===== config.mk =====
export PLATFORM = sky130hd
export DESIGN_NAME = c17_bist_ctrl_flat
export DESIGN_NICKNAME = d
export VERILOG_FILES = /design/src/rtl/c17_bist_if.sv /design/src/rtl/c17_bist_ctrl.sv /design/src/flat_wrapper.sv
export SDC_FILE = /design/constraint.sdc
export NUM_CORES = 1
export LEC_CHECK = 0
export CORE_MARGIN = 4
export CORE_UTILIZATION = 44
export CTS_CLUSTER_DIAMETER = 30
export DETAILED_ROUTE_END_ITERATION = 12
export PLACE_DENSITY = 0.77
export SYNTH_ARGS = -nofsm -noshare
export SYNTH_HDL_FRONTEND = slang
export SYNTH_SLANG_ARGS = --single-unit

===== constraint.sdc =====
create_clock -name clk -period 1.85 [get_ports clk]
set_clock_uncertainty 0.15 [all_clocks]
set_input_delay 0.2775 -clock clk [delete_from_list [all_inputs] [get_ports clk]]
set_output_delay 0.2775 -clock clk [all_outputs]
set_load 0.1 [all_outputs]

===== src/rtl/c17_bist_if.sv =====
`default_nettype none
// ============================================================================
// Module   : c17_bist_if
// Brief    : Pattern/response/status bundle between the BIST controller and
//            the test wrapper that hosts the c17 netlist.
// Revision : 1.0 - initial release
// ============================================================================
interface c17_bist_if;
  logic       start;
  logic [7:0] golden_sig;
  logic [1:0] resp_in;
  logic [4:0] pat_out;
  logic       busy;
  logic       done;
  logic       pass;
  logic [7:0] signature;
  logic [4:0] pat_cnt;

  modport master (
    output start, golden_sig, resp_in,
    input  pat_out, busy, done, pass, signature, pat_cnt
  );

  modport slave (
    input  start, golden_sig, resp_in,
    output pat_out, busy, done, pass, signature, pat_cnt
  );
endinterface
`default_nettype wire


===== src/rtl/c17_bist_ctrl.sv =====
`default_nettype none
// ============================================================================
// Module   : c17_bist_ctrl
// Brief    : LFSR pattern generator + 8-bit MISR compactor with golden-signature
//            compare for the combinational c17 benchmark.
// Revision : 1.0 - initial release
// ============================================================================
module c17_bist_ctrl #(
  parameter int         NUM_PATTERNS = 31,
  parameter logic [4:0] LFSR_SEED    = 5'b00001,
  parameter logic [7:0] MISR_SEED    = 8'h00
) (
  input  logic       clk,
  input  logic       rst_n,
  c17_bist_if.slave  bus
);

  generate
    if (NUM_PATTERNS < 1 || NUM_PATTERNS > 31) begin : g_bad_num_patterns
      $error("c17_bist_ctrl: NUM_PATTERNS must be in 1..31");
    end
    if (LFSR_SEED == 5'd0) begin : g_bad_lfsr_seed
      $error("c17_bist_ctrl: LFSR_SEED must be non-zero");
    end
  endgenerate

  localparam logic [1:0] S_IDLE = 2'd0;
  localparam logic [1:0] S_RUN  = 2'd1;
  localparam logic [1:0] S_DONE = 2'd2;

  localparam logic [4:0] c_last_cnt = 5'(NUM_PATTERNS - 1);

  logic [1:0] r_state;
  logic [4:0] r_lfsr;
  logic [7:0] r_misr;
  logic [4:0] r_cnt;
  logic       r_pass;

  logic [4:0] w_lfsr_nxt;
  logic [7:0] w_misr_nxt;
  logic       w_last;

  // x^5+x^3+1 Fibonacci LFSR; MISR taps 7,5,4,3 with response folded into bits 1:0
  assign w_lfsr_nxt = {r_lfsr[3:0], r_lfsr[4] ^ r_lfsr[2]};
  assign w_misr_nxt = {r_misr[6:0], r_misr[7] ^ r_misr[5] ^ r_misr[4] ^ r_misr[3]}
                      ^ {6'b0, bus.resp_in};
  assign w_last     = (r_cnt == c_last_cnt);

  always_ff @(posedge clk) begin
    if (!rst_n) begin
      r_state <= S_IDLE;
      r_lfsr  <= 5'd0;
      r_misr  <= 8'h00;
      r_cnt   <= 5'd0;
      r_pass  <= 1'b0;
    end else begin
      case (r_state)
        S_IDLE, S_DONE: begin
          if (bus.start) begin
            r_state <= S_RUN;
            r_lfsr  <= LFSR_SEED;
            r_misr  <= MISR_SEED;
            r_cnt   <= 5'd0;
            r_pass  <= 1'b0;
          end
        end
        S_RUN: begin
          r_misr <= w_misr_nxt;
          r_cnt  <= r_cnt + 5'd1;
          // The LFSR is frozen on the final edge so pat_out keeps the last pattern
          if (w_last) begin
            r_state <= S_DONE;
            r_pass  <= (w_misr_nxt == bus.golden_sig);
          end else begin
            r_lfsr  <= w_lfsr_nxt;
          end
        end
        default: r_state <= S_IDLE;
      endcase
    end
  end

  assign bus.pat_out   = r_lfsr;
  assign bus.busy      = (r_state == S_RUN);
  assign bus.done      = (r_state == S_DONE);
  assign bus.pass      = r_pass;
  assign bus.signature = r_misr;
  assign bus.pat_cnt   = r_cnt;

endmodule
`default_nettype wire


===== src/flat_wrapper.sv =====
// flat-port wrapper written by rule: the top's interface ports become plain ports
module c17_bist_ctrl_flat 
#(
  parameter int         NUM_PATTERNS = 31,
  parameter logic [4:0] LFSR_SEED    = 5'b00001,
  parameter logic [7:0] MISR_SEED    = 8'h00
)
  (clk, rst_n, bus_start, bus_golden_sig, bus_resp_in, bus_pat_out, bus_busy, bus_done, bus_pass, bus_signature, bus_pat_cnt);
  c17_bist_if bus_i ();
  input  logic clk;
  input  logic rst_n;
  input wire logic [$bits(bus_i.start)-1:0] bus_start;
  input wire logic [$bits(bus_i.golden_sig)-1:0] bus_golden_sig;
  input wire logic [$bits(bus_i.resp_in)-1:0] bus_resp_in;
  output wire logic [$bits(bus_i.pat_out)-1:0] bus_pat_out;
  output wire logic [$bits(bus_i.busy)-1:0] bus_busy;
  output wire logic [$bits(bus_i.done)-1:0] bus_done;
  output wire logic [$bits(bus_i.pass)-1:0] bus_pass;
  output wire logic [$bits(bus_i.signature)-1:0] bus_signature;
  output wire logic [$bits(bus_i.pat_cnt)-1:0] bus_pat_cnt;
  assign bus_i.start = bus_start;
  assign bus_i.golden_sig = bus_golden_sig;
  assign bus_i.resp_in = bus_resp_in;
  assign bus_pat_out = bus_i.pat_out;
  assign bus_busy = bus_i.busy;
  assign bus_done = bus_i.done;
  assign bus_pass = bus_i.pass;
  assign bus_signature = bus_i.signature;
  assign bus_pat_cnt = bus_i.pat_cnt;
  c17_bist_ctrl #(.NUM_PATTERNS(NUM_PATTERNS), .LFSR_SEED(LFSR_SEED), .MISR_SEED(MISR_SEED)) u_core (.clk(clk), .rst_n(rst_n), .bus(bus_i));
endmodule

-- Word-level counts from Yosys, hierarchy flattened
Cells that the tools add are included.
- bits in read-only memories: 0
- output and inout bits: 21
- register bits after elaboration: 21
- bits in writable memories: 0
- word-level logic and storage cells: 38
- memories kept: 0
- input bits: 13
- latch bits: 0
- magnitude comparators: 0
- bitwise gates (word level): 5
- div/mod/pow operators: 0
- $mul: 0
- muxes and demuxes: 13
- eq/ne operators: 7
- add/sub/neg operators: 1
- reductions and logical operators: 7
- shifts and indexed selects: 0
- operators by type and width (cell ; number):
    $pmux 5 s2 ; 2
    $pmux 8 s2 ; 1
    $mux 5 ; 3
    $eq 8x8->1 ; 1
    $mux 8 ; 1
    $xor 8x2->8 ; 1
    $reduce_and 3->1 ; 2
    $add 5x1->5 const B ; 1
    $eq 5x5->1 const B ; 1
    $mux 2 ; 2
    $ne 2x2->1 const B ; 2
    $pmux 2 s2 ; 1
    $reduce_and 2->1 ; 2
    $xor 1x1->1 ; 4
    $eq 2x1->1 const B ; 1
    $eq 2x2->1 const B ; 1
    $logic_not 2->1 ; 1
    $mux 1 ; 2
    $ne 2x1->1 const B ; 1
    $pmux 1 s2 ; 1
    $reduce_bool 2->1 ; 1
    $reduce_or 2->1 ; 1

-- Longest topological paths before layout
Gate-level depths: netlist (run 1).
- word-level depth: 7
- depth in mapped cells: 7

-- Worst setup path before layout (run 1)
OpenSTA, ideal clock, no wires.
- kind: register -> register
- start point: register u_core.r_cnt[1], in the netlist u_core.bus.pat_cnt[1]
- end point: register u_core.r_lfsr[0], in the netlist u_core.bus.pat_out[0]
- slack: -0.543 ns
- clock period less this slack: 2.393 ns
- stages on the path, launching flop included: 6
- data arrival time: 2.121 ns
- buffers on the path: 1
- cells stage by stage: dfxtp_1 -> ha_1 -> nand4_1 -> and2_1 -> clkbuf_1 -> o311a_1
- longest elaborated chain between the ends: 3
- ends and longest elaborated chain (item ; line ; RTL):
    from (decl) ; c17_bist_ctrl.sv:36 ; logic [4:0] r_cnt;
    from (signal assigned) ; c17_bist_ctrl.sv:69 ; r_cnt <= r_cnt + 5'd1;
    $eq 5x5->1 ; c17_bist_ctrl.sv:47 ; assign w_last = (r_cnt == c_last_cnt);
    $ne 2x2->1 (no line) ; - ;
    $reduce_and 3->1 (no line) ; - ;
    to (signal assigned) ; c17_bist_ctrl.sv:75 ; r_lfsr <= w_lfsr_nxt;
    to (decl) ; c17_bist_ctrl.sv:34 ; logic [4:0] r_lfsr;
No other way between the ends.
A chain may end at the register's enable or synchronous reset.

-- Final worst setup path (run 1)
- start point: register u_core.r_state[0]
- end point: output bus_busy
- longest elaborated chain between the ends: 1
- ends and longest elaborated chain (item ; line ; RTL):
    from (decl) ; c17_bist_ctrl.sv:33 ; logic [1:0] r_state;
    from (signal assigned) ; c17_bist_ctrl.sv:51 ; r_state <= S_IDLE;
    from (signal assigned) ; c17_bist_ctrl.sv:60 ; r_state <= S_RUN;
    from (signal assigned) ; c17_bist_ctrl.sv:72 ; r_state <= S_DONE;
    $eq 2x1->1 ; c17_bist_ctrl.sv:84 ; assign bus.busy = (r_state == S_RUN);
    to (decl) ; flat_wrapper.sv:16 ; output wire logic [$bits(bus_i.busy)-1:0] bus_busy;
No other way between the ends.

==> results of run 1 <==
[area by class of cell]
class / instances / area (um2) / share of cell area (%)
clock buffer: 4 / 26.3 / 1.57
inverter: 2 / 12.5 / 0.748
multi-input combinational: 87 / 579 / 34.6
timing repair buffer: 38 / 578 / 34.6
sequential: 21 / 442 / 26.4
tap: 28 / 35.0 / 2.09
[power by group through the flow]
stage                     registers, mW  clock network [mW]  logic (mW)
final                             0.477               0.218       0.242
after global routing              0.479               0.249       0.255
after CTS                         0.476               0.222       0.241
after detailed placement          0.486                   0       0.239
after global placement            0.485                   0       0.236
after floorplan                   0.542                   0      0.0799
[timing repair]
item                                   in CTS  in global routing
buffers inserted                            0                  0
setup endpoints to repair                   1                  1
gates resized for setup                     1                  2
cloned                                      0                  0
endpoints found under the hold margin       0                  0
[cell families (layout without fill, tap and decap cells)]
kind of cell	count (synthesis)	after routing	share of synthesized area, %
muxes	2	2	1.97
and+or+nand+nor	50	50	25.6
DFF	21	21	41.3
adders and majority gates	2	2	2.46
AOI/OAI and AO/OA	20	20	13.4
buffers and inverters	7	44	2.82
xor gates and xnor gates	13	13	12.5
[per-stage QoR]
| step | hold WS (ns) | setup WS, ns | instances |
|---|---|---|---|
| after floorplan | 0.305 | -0.00509 | 115 |
| after global placement | 0.357 | 0.175 | 176 |
| after detailed placement | 0.343 | 0.100 | 176 |
| after CTS | 0.360 | 0.00508 | 180 |
| after global routing | 0.402 | 0.0331 | 180 |
| final | 0.356 | 0.110 | 180 |
[cells in the final DEF (no fill, tap or decap), types with 6 or more instances in the layout]
cell type	netlist	routed
a21boi_0	6	6
and2_1	6	6
buf_12	0	21
clkdlybuf4s50_1	0	12
dfxtp_1	21	12
nand2_1	16	16
nor2b_1	8	7
xnor2_1	6	6
xor2_1	6	6
[worst max-delay path, stage by stage (launching register included)]
cell and delay [ns]:
dfxtp_1 0.46, nand2b_4 0.11, clkinv_4 0.12, buf_4 0.15, buf_12 0.17
[worst max path at each step]
stage / cells past startpoint / slack [ns] / to
6_report: 4 / 0.11 / bus_busy
5_1_grt: 4 / 0.03 / bus_busy
4_1_cts: 4 / 0.005 / bus_busy
3_5_place_dp: 6 / 0.10 / u_core.bus.pat_cnt[2]$_SDFFE_PN0P_
3_3_place_gp: 6 / 0.18 / u_core.bus.signature[0]$_SDFFE_PN0P_
2_1_floorplan: 4 / -0.005 / u_core.bus.pat_out[0]$_SDFFE_PN0P_
[layer usage]
| layer | up-vias | share of wire (%) |
|---|---|---|
| li1 | 463 | - |
| met1 | 428 | 45 |
| met2 | 21 | 49 |
| met3 | 5 | 4.6 |
| met4 | 0 | 1.0 |
| met5 | - | 0 |
[flip-flops by register name, indices dropped and copies added, names as in the netlist]
register and count:
u_core.bus.pat_out 5, u_core.bus.signature 8, u_core.bus.pat_cnt 5, u_core.r_state 2, u_core.bus.pass 1
==> results.py, run 1 <==
metrics = {
    "clocking": {
        "cts_made_buffers": 3,
        "insertion_delay_ns": 0.30,
        "clk_pin_slew_worst_paths_ns": 0.11,
        "cts_tree": "built",
        "cts_root_buf": "clkbuf_4",
        "h-tree-depth": 1,
        "ctsLongestPathBuffers": 2,
        "hold_buffers": 0,
        "clkSinkCount": 21,
    },
    "finish": {
        "nNetsFinal": 168,
        "n_fill_cell": 155,
        "utilization_pct": 75.6,
        "areaGrowthSynthToFinish_pct": 64.3,
        "layout-drive-gt1-share_pct": 27.0,
        "design_area_um2": 1670,
        "antenna_cells": 0,
    },
    "yosys": {
        "synth_cells": 115,
        "syn_area_per_cell_um2": 8.86,
        "synth_warnings": 0,
        "synth_nets": 130,
        "synthDominantCellAreaShare_pct": 41.3,
        "synth-seq-area-share_pct": 41.3,
        "yosys.area.top_type": "dfxtp_1",
        "yosys.cell_count.top_type": "dfxtp_1",
        "synth-seq-cells": 21,
        "ys_types": 29,
        "synth-edff-count": 0,
        "synth_area_leaders": "dfxtp_1, nand2_1, xnor2_1",
        "synthesis.area_um2": 1020,
        "synth_commonest_cells": "dfxtp_1, nand2_1, nor2b_1",
        "synth_ff_type": "dfxtp_1",
        "synthArstFlopShare_pct": 0,
    },
    "pwr": {
        "clkPwrFrac_pct": 23.2,
        "p_per_area_nw_per_um2": 560,
        "peakVddDrop_mv": 0.594,
        "intPower_mw": 0.645,
        "netSwitchingPower_mw": 0.291,
        "switching_share_pct": 31.1,
        "power.leakage_nw": 0.638,
        "p_comb_share_pct": 25.9,
        "power_mw": 0.937,
        "p_seq_share_pct": 50.9,
    },
    "grt": {
        "grtUsageMet3_pct": 4.87,
        "grt_max_degree": 22,
        "grt_pass1_wl_um": 4060,
        "antenna_found_initial": 0,
        "met1_usage_pct": 20.8,
        "grt-busiest-layer": "met2",
        "grt.overflow.total": 0,
        "grt_pass1_vias": 863,
        "grtUsageTotal_pct": 15.9,
        "grtUsageMet2_pct": 25.9,
    },
    "setup_path": {
        "reg2reg_from": "u_core.bus.pat_cnt[0]$_SDFFE_PN0P_",
        "worstSetupStartpoint": "u_core.r_state[0]$_SDFFE_PN0P_",
        "crit_path_max_fanout": 15,
        "reg2reg_slack_ns": 0.19,
        "critPathKind": "reg2out",
        "crit_required_ns": 1.42,
        "rr_worst_depth": 6,
        "worstSetupEndpointType": "output pin",
        "timing.rr.end": "u_core.bus.pat_out[1]$_SDFFE_PN0P_",
        "worst_setup_path_start_kind": "flip-flop",
        "cp.arrival_ns": 1.31,
    },
    "floorplanning": {
        "boundaryPins": 34,
        "fp.dieW_um": 56.1,
        "die_area_um2": 3150,
        "coreArea_um2": 2210,
        "start_util_pct": 46.0,
        "die_y_um": 56.1,
        "fp-row-count": 17,
    },
    "timing": {
        "fin_crit_ns": 1.74,
        "rsz0062_at_grt": "false",
        "worst_pin_slew_ns": 0.285,
        "maxSlewViolCount": 0,
        "slew-limit-headroom_pct": 81.0,
        "finalSetupViolCount": 0,
        "fmax_ghz": 0.575,
        "finalCritPeriodShare_pct": 94.0,
        "tns_ns": 0,
        "final_hold_viol_count": 0,
    },
    "placement": {
        "placed_area_um2": 1630,
        "place_congestion": 0.843,
        "dp_hpwl_um": 1850,
        "port_buffers": 33,
    },
    "flow_run": {
        "drv_cap": 0,
    },
    "detailed_routing": {
        "drt-pass1-iter-count": 4,
        "drtAntennaViolNets": 0,
        "routed_wl_um": 2400,
        "drcViolationCount": 0,
        "vias": 917,
        "vias_per_cell": 5.09,
        "drt_iter0_markers": 17,
        "post_drt_wl_per_cell_um": 13.4,
    },
    "min_path": {
        "hold_path_class": "reg2reg",
        "hp-start": "u_core.bus.signature[7]$_SDFFE_PN0P_",
        "worstHoldEndpoint": "u_core.bus.signature[7]$_SDFFE_PN0P_",
        "whs_path_depth": 2,
    },
    "status": {
        "status": "finished, final reports clean",
    },
}
Note: power is estimated with default switching activity, not from simulation.
==> inputs of run 2 (changes only) <==
--- a/config.mk
+++ b/config.mk
@@ -5,11 +5,12 @@
 export SDC_FILE = /design/constraint.sdc
 export NUM_CORES = 1
 export LEC_CHECK = 0
-export CORE_MARGIN = 4
-export CORE_UTILIZATION = 44
+export CORE_MARGIN = 3
+export CORE_UTILIZATION = 40
 export CTS_CLUSTER_DIAMETER = 30
 export DETAILED_ROUTE_END_ITERATION = 12
-export PLACE_DENSITY = 0.77
+export GPL_TIMING_DRIVEN = 1
+export PLACE_DENSITY = 0.74
 export SYNTH_ARGS = -nofsm -noshare
 export SYNTH_HDL_FRONTEND = slang
 export SYNTH_SLANG_ARGS = --single-unit
==> constraint.sdc (replaced) <==
create_clock -name clk -period 1.5 [get_ports clk]
set_clock_uncertainty 0.15 [all_clocks]
set_input_delay 0.225 -clock clk [delete_from_list [all_inputs] [get_ports clk]]
set_output_delay 0.225 -clock clk [all_outputs]
set_load 0.1 [all_outputs]
==> run 2 against run 1 <==
The run now ends with setup timing left. Cell area up 10%. Flip-flop and latch count unchanged. Worst hold slack about the same. Critical path type is now reg2reg. Highest routed layer unchanged.
==> results.py, run 2 (synthesis results as in run 1) <==
metrics = {
    "finish": {
        "n_fill_cell": 134,
        "mostFrequentLayoutCells": "buf_12, nand2_1, buf_4",
        "antenna_cells": 0,
        "nNetsFinal": 181,
        "layout-drive-gt1-share_pct": 40.6,
        "areaGrowthSynthToFinish_pct": 80.8,
        "largest_register_ffs": 8,
        "mostFrequentLayoutCell": "buf_12",
    },
    "timing": {
        "hold_ws_ns": 0.355,
        "finalSetupViolCount": 2,
        "tns_ns": -0.0415,
        "rsz0062_at_grt": "true",
        "fin_crit_ns": 1.54,
        "final_hold_viol_count": 0,
        "fmax_ghz": 0.651,
        "worst_pin_slew_ns": 0.324,
        "maxSlewViolCount": 0,
        "slew-limit-headroom_pct": 78.4,
        "finalWorstSetupSlack_ns": -0.0363,
        "finalCritPeriodShare_pct": 102,
    },
    "flow_run": {
        "drv_cap": 0,
    },
    "grt": {
        "grt_max_degree": 22,
        "antenna_found_initial": 0,
        "grtUsageTotal_pct": 18.6,
        "grt.overflow.total": 0,
        "grt_pass1_vias": 999,
        "grt_pass1_wl_um": 4700,
    },
    "detailed_routing": {
        "routed_wl_um": 2970,
        "vias_per_cell": 5.25,
        "post_drt_wl_per_cell_um": 15.4,
        "drtAntennaViolNets": 0,
        "vias": 1014,
        "drcViolationCount": 0,
        "drt-pass1-iter-count": 5,
        "drt_iter0_markers": 10,
    },
    "setup_path": {
        "reg2reg_from": "u_core.bus.signature[5]$_SDFFE_PN0P_",
        "crit_family": "XOR/XNOR gates",
        "cp.arrival_ns": 1.58,
        "crit_chain": "xnor3_1 -> xnor2_2 -> xor2_1 -> o22ai_1",
        "critPathKind": "reg2reg",
        "crit_path_top_delay_cell": "xnor3_1",
        "crit_required_ns": 1.54,
        "max_stage_delay_ns": 0.44,
        "worst_setup_path_start_kind": "flip-flop",
        "worstSetupEndpointType": "flip-flop",
        "worstSetupStartpoint": "u_core.bus.signature[5]$_SDFFE_PN0P_",
        "crit_buf_inv": 0,
        "crit_path_max_fanout": 2,
    },
    "clocking": {
        "cts_tree": "built",
        "cts_root_buf": "clkbuf_4",
        "clkSinkCount": 21,
        "cts_made_buffers": 3,
        "ctsLongestPathBuffers": 2,
        "h-tree-depth": 1,
        "insertion_delay_ns": 0.31,
        "hold_buffers": 0,
        "clk_pin_slew_worst_paths_ns": 0.12,
    },
    "pwr": {
        "power.leakage_nw": 0.729,
        "peakVddDrop_mv": 0.630,
        "power_mw": 1.21,
        "p_per_area_nw_per_um2": 657,
    },
    "floorplanning": {
        "fp.dieW_um": 56.5,
        "coreArea_um2": 2320,
        "die_area_um2": 3190,
        "fp-row-count": 17,
        "boundaryPins": 34,
        "start_util_pct": 43.9,
        "die_y_um": 56.5,
    },
    "placement": {
        "port_buffers": 33,
        "dp_hpwl_um": 2130,
        "place_congestion": 0.794,
    },
    "status": {
        "violations": "setup timing",
        "status": "finished with violations",
    },
    "min_path": {
        "hold_path_class": "reg2reg",
        "hp-start": "u_core.bus.signature[7]$_SDFFE_PN0P_",
    },
}
==> run 2: cell type report <==
type	count	area (um2)	area share, %
timing repair buffer	51	696	37.8
clock buffer	3	22.5	1.22
inverter	2	7.51	0.408
multi-input combinational	87	617	33.5
tap	28	35.0	1.90
clock inverter	1	5.00	0.272
sequential	21	459	24.9
==> run 2: what timing repair did <==
item | in CTS | in global routing
buffers inserted | 2 | 2
pin swaps | 0 | 3
gates resized for setup | 6 | 8
setup endpoints to repair | 2 | 14
==> run 2: worst reg2reg max path: cells and delay by family (launching register included) <==
kind | cells | cell delay (ns)
AO/OA/AOI/OAI | 1 | 0.11
XOR/XNOR | 3 | 0.81
flip-flops | 1 | 0.36
==> run 2: stage by stage <==
step	worst slack (ns)	instance area [um2]	std cells	utilization [%]
5_1_grt	-0.119	1840	193	79.4
2_1_floorplan	-0.245	1090	115	-
3_3_place_gp	-0.118	1750	185	75.7
3_5_place_dp	-0.166	1750	185	75.7
6_report	-0.0363	1840	193	79.4
4_1_cts	0.00199	1820	191	78.3
==> run 2: per-layer routing <==
layer,up-vias,wire length [um],global-route usage (%)
li1,489,-,-
met1,490,1250,23.2
met2,29,1580,30.9
met3,6,122,4.83
met4,0,23,6.10
met5,-,0,0
==> run 2: worst paths after layout <==
path | depth (start not counted) | endpoint | slack [ns]
worst min register to register | 2 | u_core.bus.signature[7]$_SDFFE_PN0P_ | 0.36
worst max-delay path | 4 | u_core.bus.pass$_SDFFE_PN0P_ | -0.04
worst max register to register | 4 | u_core.bus.pass$_SDFFE_PN0P_ | -0.04
worst min-delay path | 2 | u_core.bus.signature[7]$_SDFFE_PN0P_ | 0.36
==> run 2: report_power, final <==
part           total (mW)  internal (mW)  switching [mW]
combinational       0.359          0.162           0.197
sequential          0.577          0.560          0.0173
clock               0.273         0.0997           0.174
total                1.21          0.821           0.388
==> patch 1: new RTL, flow settings as in run 1 <==
Make the reset (`rst_n`) asynchronous in one clocked block.
--- a/src/rtl/c17_bist_ctrl.sv
+++ b/src/rtl/c17_bist_ctrl.sv
@@ -46,7 +46,7 @@
                       ^ {6'b0, bus.resp_in};
   assign w_last     = (r_cnt == c_last_cnt);
 
-  always_ff @(posedge clk) begin
+  always_ff @(posedge clk or negedge rst_n) begin
     if (!rst_n) begin
       r_state <= S_IDLE;
       r_lfsr  <= 5'd0;
Behaviour: differs if rst_n is asserted again (counterexample within 4 cycles, from zero or initial values and one cycle with rst_n low); with rst_n held inactive, the same outputs for 10 cycles.
==> patch 1 against run 1 <==
  * The run now ends with negative setup slack left
  * Largest cell class is now non-clock buffers
  * Synthesized area shrank 3.7%
  * Final area increased by 0.75%
  * Sequential share of layout area is 5.8 points higher
  * Non-clock buffer count rose by 4
  * Critical path type is now register to register
  * Final cell count fell by 8.3%
  * Worst setup slack worse by 0.21 ns
  * Hold slack got worse by 0.20 ns
  * Wire length is 16% higher
  * Sequential cell count unchanged
Power is left out: the tool's default activity adds up to more than one toggle a clock period on the data nets, which glitch-free logic cannot reach.
==> patch 1: results (changes against run 1) <==
outcome: finished with violations
violated checks: negative setup slack
Data buffer area share: 0.361 (+0.0153)
wire per inst: 16.9 µm (+26%)
average cell area after synthesis: 10.4 µm² (+18%)
GRT Util Overall: 0.185 (+0.0255)
Post-DP HPWL: 2120 µm (+15%)
HP Class: input pin to async pin
compound-cell area share of the yosys netlist: 0.133 (-0.00125)
critical path's slowest cell: or4_4
Worst-path clk slew: 0.12 ns
Final #Nets: 154 (-8.3%)
Synth cell types: 21 (-28%)
multi-input combinational area share: 0.274 (-0.0724)
clk tree area frac: 0.0163 (+0.000626)
delay-heaviest family, CP: simple AND/OR/NAND/NOR gates
Area Growth Syn to Fin: 71.8%
via count: 876 (-4.5%)
Synth Net Count: 109 (-16%)
Async S/R FF share, synth: 1.00 (+1.00)
clk_buf instances: 3 (-1)
register share of the cell area: 0.322 (+0.0582)
placed standard-cell area: 1630 µm² (-0.54%)
Arrival @ worst endpoint: 2.02 ns (+0.71 ns)
multi-input gates: 68 (-22%)
xor-xnor portion of the synthesized cell area: 0.134 (+0.00862)
first-pass GRT wire length: 4460 µm (+9.7%)
Worst setup endpoint: u_core.bus.pass$_DFFE_PN0P_
Setup-failing EPs final: 1 (+1)
Non-CTS buffers: 42 (+11%)
vias in the first global route: 902 (+4.5%)
cell total after placement: 160 (-9.1%)
Crit Path Max Fanout: 3 (-12)
Hold Slack: 0.154 ns (-0.201 ns)
Vias per Instance: 5.31 (+4.2%)
Top FF cell, synth: dfrtp_1
Post-Synth Adder-Cell Area: 0.0255 (+0.000940)
Final WS setup: -0.0961 ns (-0.206 ns)
crit-path max cell delay: 0.54 ns (+0.08 ns)
sequential-to-total area share from yosys stat: 0.536 (+0.123)
worst setup path start: u_core.bus.pat_cnt[0]$_DFFE_PN0P_
ratio of cells with drive above 1 in the final layout: 0.370 (+0.0998)
Core Rows: 16 (-1)
GP Congestion: 0.845 (+0.25%)
Iter 0 DRT Violations: 12 (-5)
Synth area leaders: dfrtp_1 54%, xnor2_1 9.8%, o21ai_0 6.6%
[patch 1: layer usage]
layer | track usage | vias up | wire (µm)
met4 | 0.0868 | 0 | 88
met3 | 0.0373 | 10 | 142
met5 | 0 | - | 0
li1 | - | 412 | -
met1 | 0.209 | 421 | 1020
met2 | 0.329 | 33 | 1540
[patch 1: through the flow]
stage                     setup TNS (ns)  worst slack, ns
final                            -0.0961          -0.0961
after global routing              -0.158           -0.128
after CTS                        -0.0948          -0.0948
after detailed placement          -0.396           -0.201
after global placement           -0.0451          -0.0451
after floorplan                   -0.181           -0.181
[patch 1: worst reg2reg max path: cells and delay by family, from the launching register on]
kind                     cells  cell delay (ns)
AND/OR/NAND/NOR              3             0.85
flip-flops                   1             0.49
AO/OA/AOI/OAI                1             0.20
adder cells (fa/ha/maj)      1             0.13
buffers and inverters        1             0.05
[patch 1: repair_timing]
item	CTS	global route
setup endpoints to repair	1	12
gates cloned	0	0
resized for setup	4	1
buffers inserted	0	1
pin swaps	1	0
==> patch 2: new RTL, flow settings as in run 1 <==
Made on the original files. `NUM_PATTERNS` is set to 31 in 2 places; all go to 23.
--- a/src/rtl/c17_bist_ctrl.sv
+++ b/src/rtl/c17_bist_ctrl.sv
@@ -6,7 +6,7 @@
 // Revision : 1.0 - initial release
 // ============================================================================
 module c17_bist_ctrl #(
-  parameter int         NUM_PATTERNS = 31,
+  parameter int         NUM_PATTERNS = 23,
   parameter logic [4:0] LFSR_SEED    = 5'b00001,
   parameter logic [7:0] MISR_SEED    = 8'h00
 ) (
--- a/src/flat_wrapper.sv
+++ b/src/flat_wrapper.sv
@@ -1,7 +1,7 @@
 // flat-port wrapper written by rule: the top's interface ports become plain ports
 module c17_bist_ctrl_flat 
 #(
-  parameter int         NUM_PATTERNS = 31,
+  parameter int         NUM_PATTERNS = 23,
   parameter logic [4:0] LFSR_SEED    = 5'b00001,
   parameter logic [7:0] MISR_SEED    = 8'h00
 )
Function: no difference found for any inputs over 10 cycles, from zero or initial values and one cycle with rst_n low; that may be too few to reach the edited logic, so the function may still have changed.
==> patch 2 against run 1 <==
  * Sequential cell count stayed put
  * Hold slack better by 0.019 ns
  * Power is 0.46% lower
  * Synthesized area is 0.74% lower
  * Combinational power is 2% lower
  * Critical path depth is 1 lower
  * Worst setup slack better by 0.066 ns
  * Wire length is 1.1% lower
  * Final area is 1.9% lower
  * Sequential share of layout area is 0.18 points lower
  * Critical endpoint unchanged
==> patch 2: results (changes against run 1) <==
multi-input gates: 84 (-3.4%)
Crit Path Max Fanout: 7 (-8)
Synth Net Count: 127 (-2.3%)
Reg2Reg Capture Point: u_core.bus.pass$_SDFFE_PN0P_
switching share of power: 0.309 (-0.00254)
compound-cell area share of the yosys netlist: 0.160 (+0.0257)
wire per inst: 13.4 µm (+0.59%)
Mapped Cells: 112 (-2.6%)
Post-Synth Adder-Cell Area: 0.0248 (+0.000182)
post_cts resized: 0 (-1)
critical path's slowest cell: dfxtp_1
via count: 905 (-1.3%)
core area: 2190 µm² (-0.96%)
clk tree area frac: 0.0160 (+0.000299)
Fillers: 153 (-1.3%)
Iter 0 DRT Violations: 6 (-11)
VDD IR max: 0.000538 V (-9.4%)
GRT Util Overall: 0.165 (+0.00533)
Post-DP HPWL: 1930 µm (+4.0%)
met3 Usage GRT: 0.0371 (-0.0116)
Leak: 0.626 nW (-2.0%)
final instance count without filler cells: 177 (-1.7%)
Reg-to-Reg Start: u_core.bus.signature[3]$_SDFFE_PN0P_
xor-xnor portion of the synthesized cell area: 0.126 (+0.000930)
sequential-to-total area share from yosys stat: 0.416 (+0.00307)
cell total after placement: 173 (-1.7%)
Largest register FFs: 8 (unchanged)
placed standard-cell area: 1620 µm² (-1.1%)
Area Growth Syn to Fin: 62.4%
Worst-Margin Slew: 0.320 ns (+0.0353 ns)
DRT met1 WL: 1040 µm (-4.0%)
pin count of the biggest net entering global routing: 13 (-41%)
outcome: finished clean
crit-path max cell delay: 0.40 ns (-0.06 ns)
Data buffer area share: 0.352 (+0.00658)
GP Congestion: 0.781 (-7.3%)
GRT met1 Usage: 0.205 (-0.00391)
commonest cells in the netlist: 21 x dfxtp_1, 11 x nand2_1, 10 x a21boi_0
Synth area leaders: dfxtp_1 42%, a21boi_0 7.4%, nor2b_1 5.6%
first-pass GRT wire length: 4180 µm (+2.9%)
Reg2Reg Depth: 4 (-2)
met3 WL: 89 µm (-20%)
post-synthesis mux area share: 0.00990 (-0.00976)
ratio of cells with drive above 1 in the final layout: 0.268 (-0.00128)
Hold Path Sink: u_core.bus.pat_cnt[4]$_SDFFE_PN0P_
Synth cell types: 28 (-3.4%)
patch 2: changes by cell type in the layout (fill, tap and decap cells not counted), sizes merged, moves of 2 or more:
cell / delta
a21boi: +4
and2: -5
nand2: -5
nand3: +4
nor2: +2
o21ai: -3
patch 2: critical path: cells and delay by family (launching register included):
kind                   cells  cell delay (ns)
AND/OR/NAND/NOR            1             0.17
flip-flops                 1             0.40
buffers and inverters      2             0.37
patch 2: power by group through the flow:
stage	Combinational, mW	Sequential (mW)	Clock, mW
6_report	0.237	0.480	0.216
5_1_grt	0.250	0.482	0.243
4_1_cts	0.237	0.480	0.224
3_5_place_dp	0.237	0.490	0
3_3_place_gp	0.235	0.490	0
2_1_floorplan	0.0818	0.547	0
patch 2: metrics by stage:
stage	hold slack [ns]	setup slack [ns]
2_1_floorplan	0.281	-0.0618
3_3_place_gp	0.347	0.157
3_5_place_dp	0.365	0.111
4_1_cts	0.382	0.168
5_1_grt	0.423	0.0604
6_report	0.374	0.176
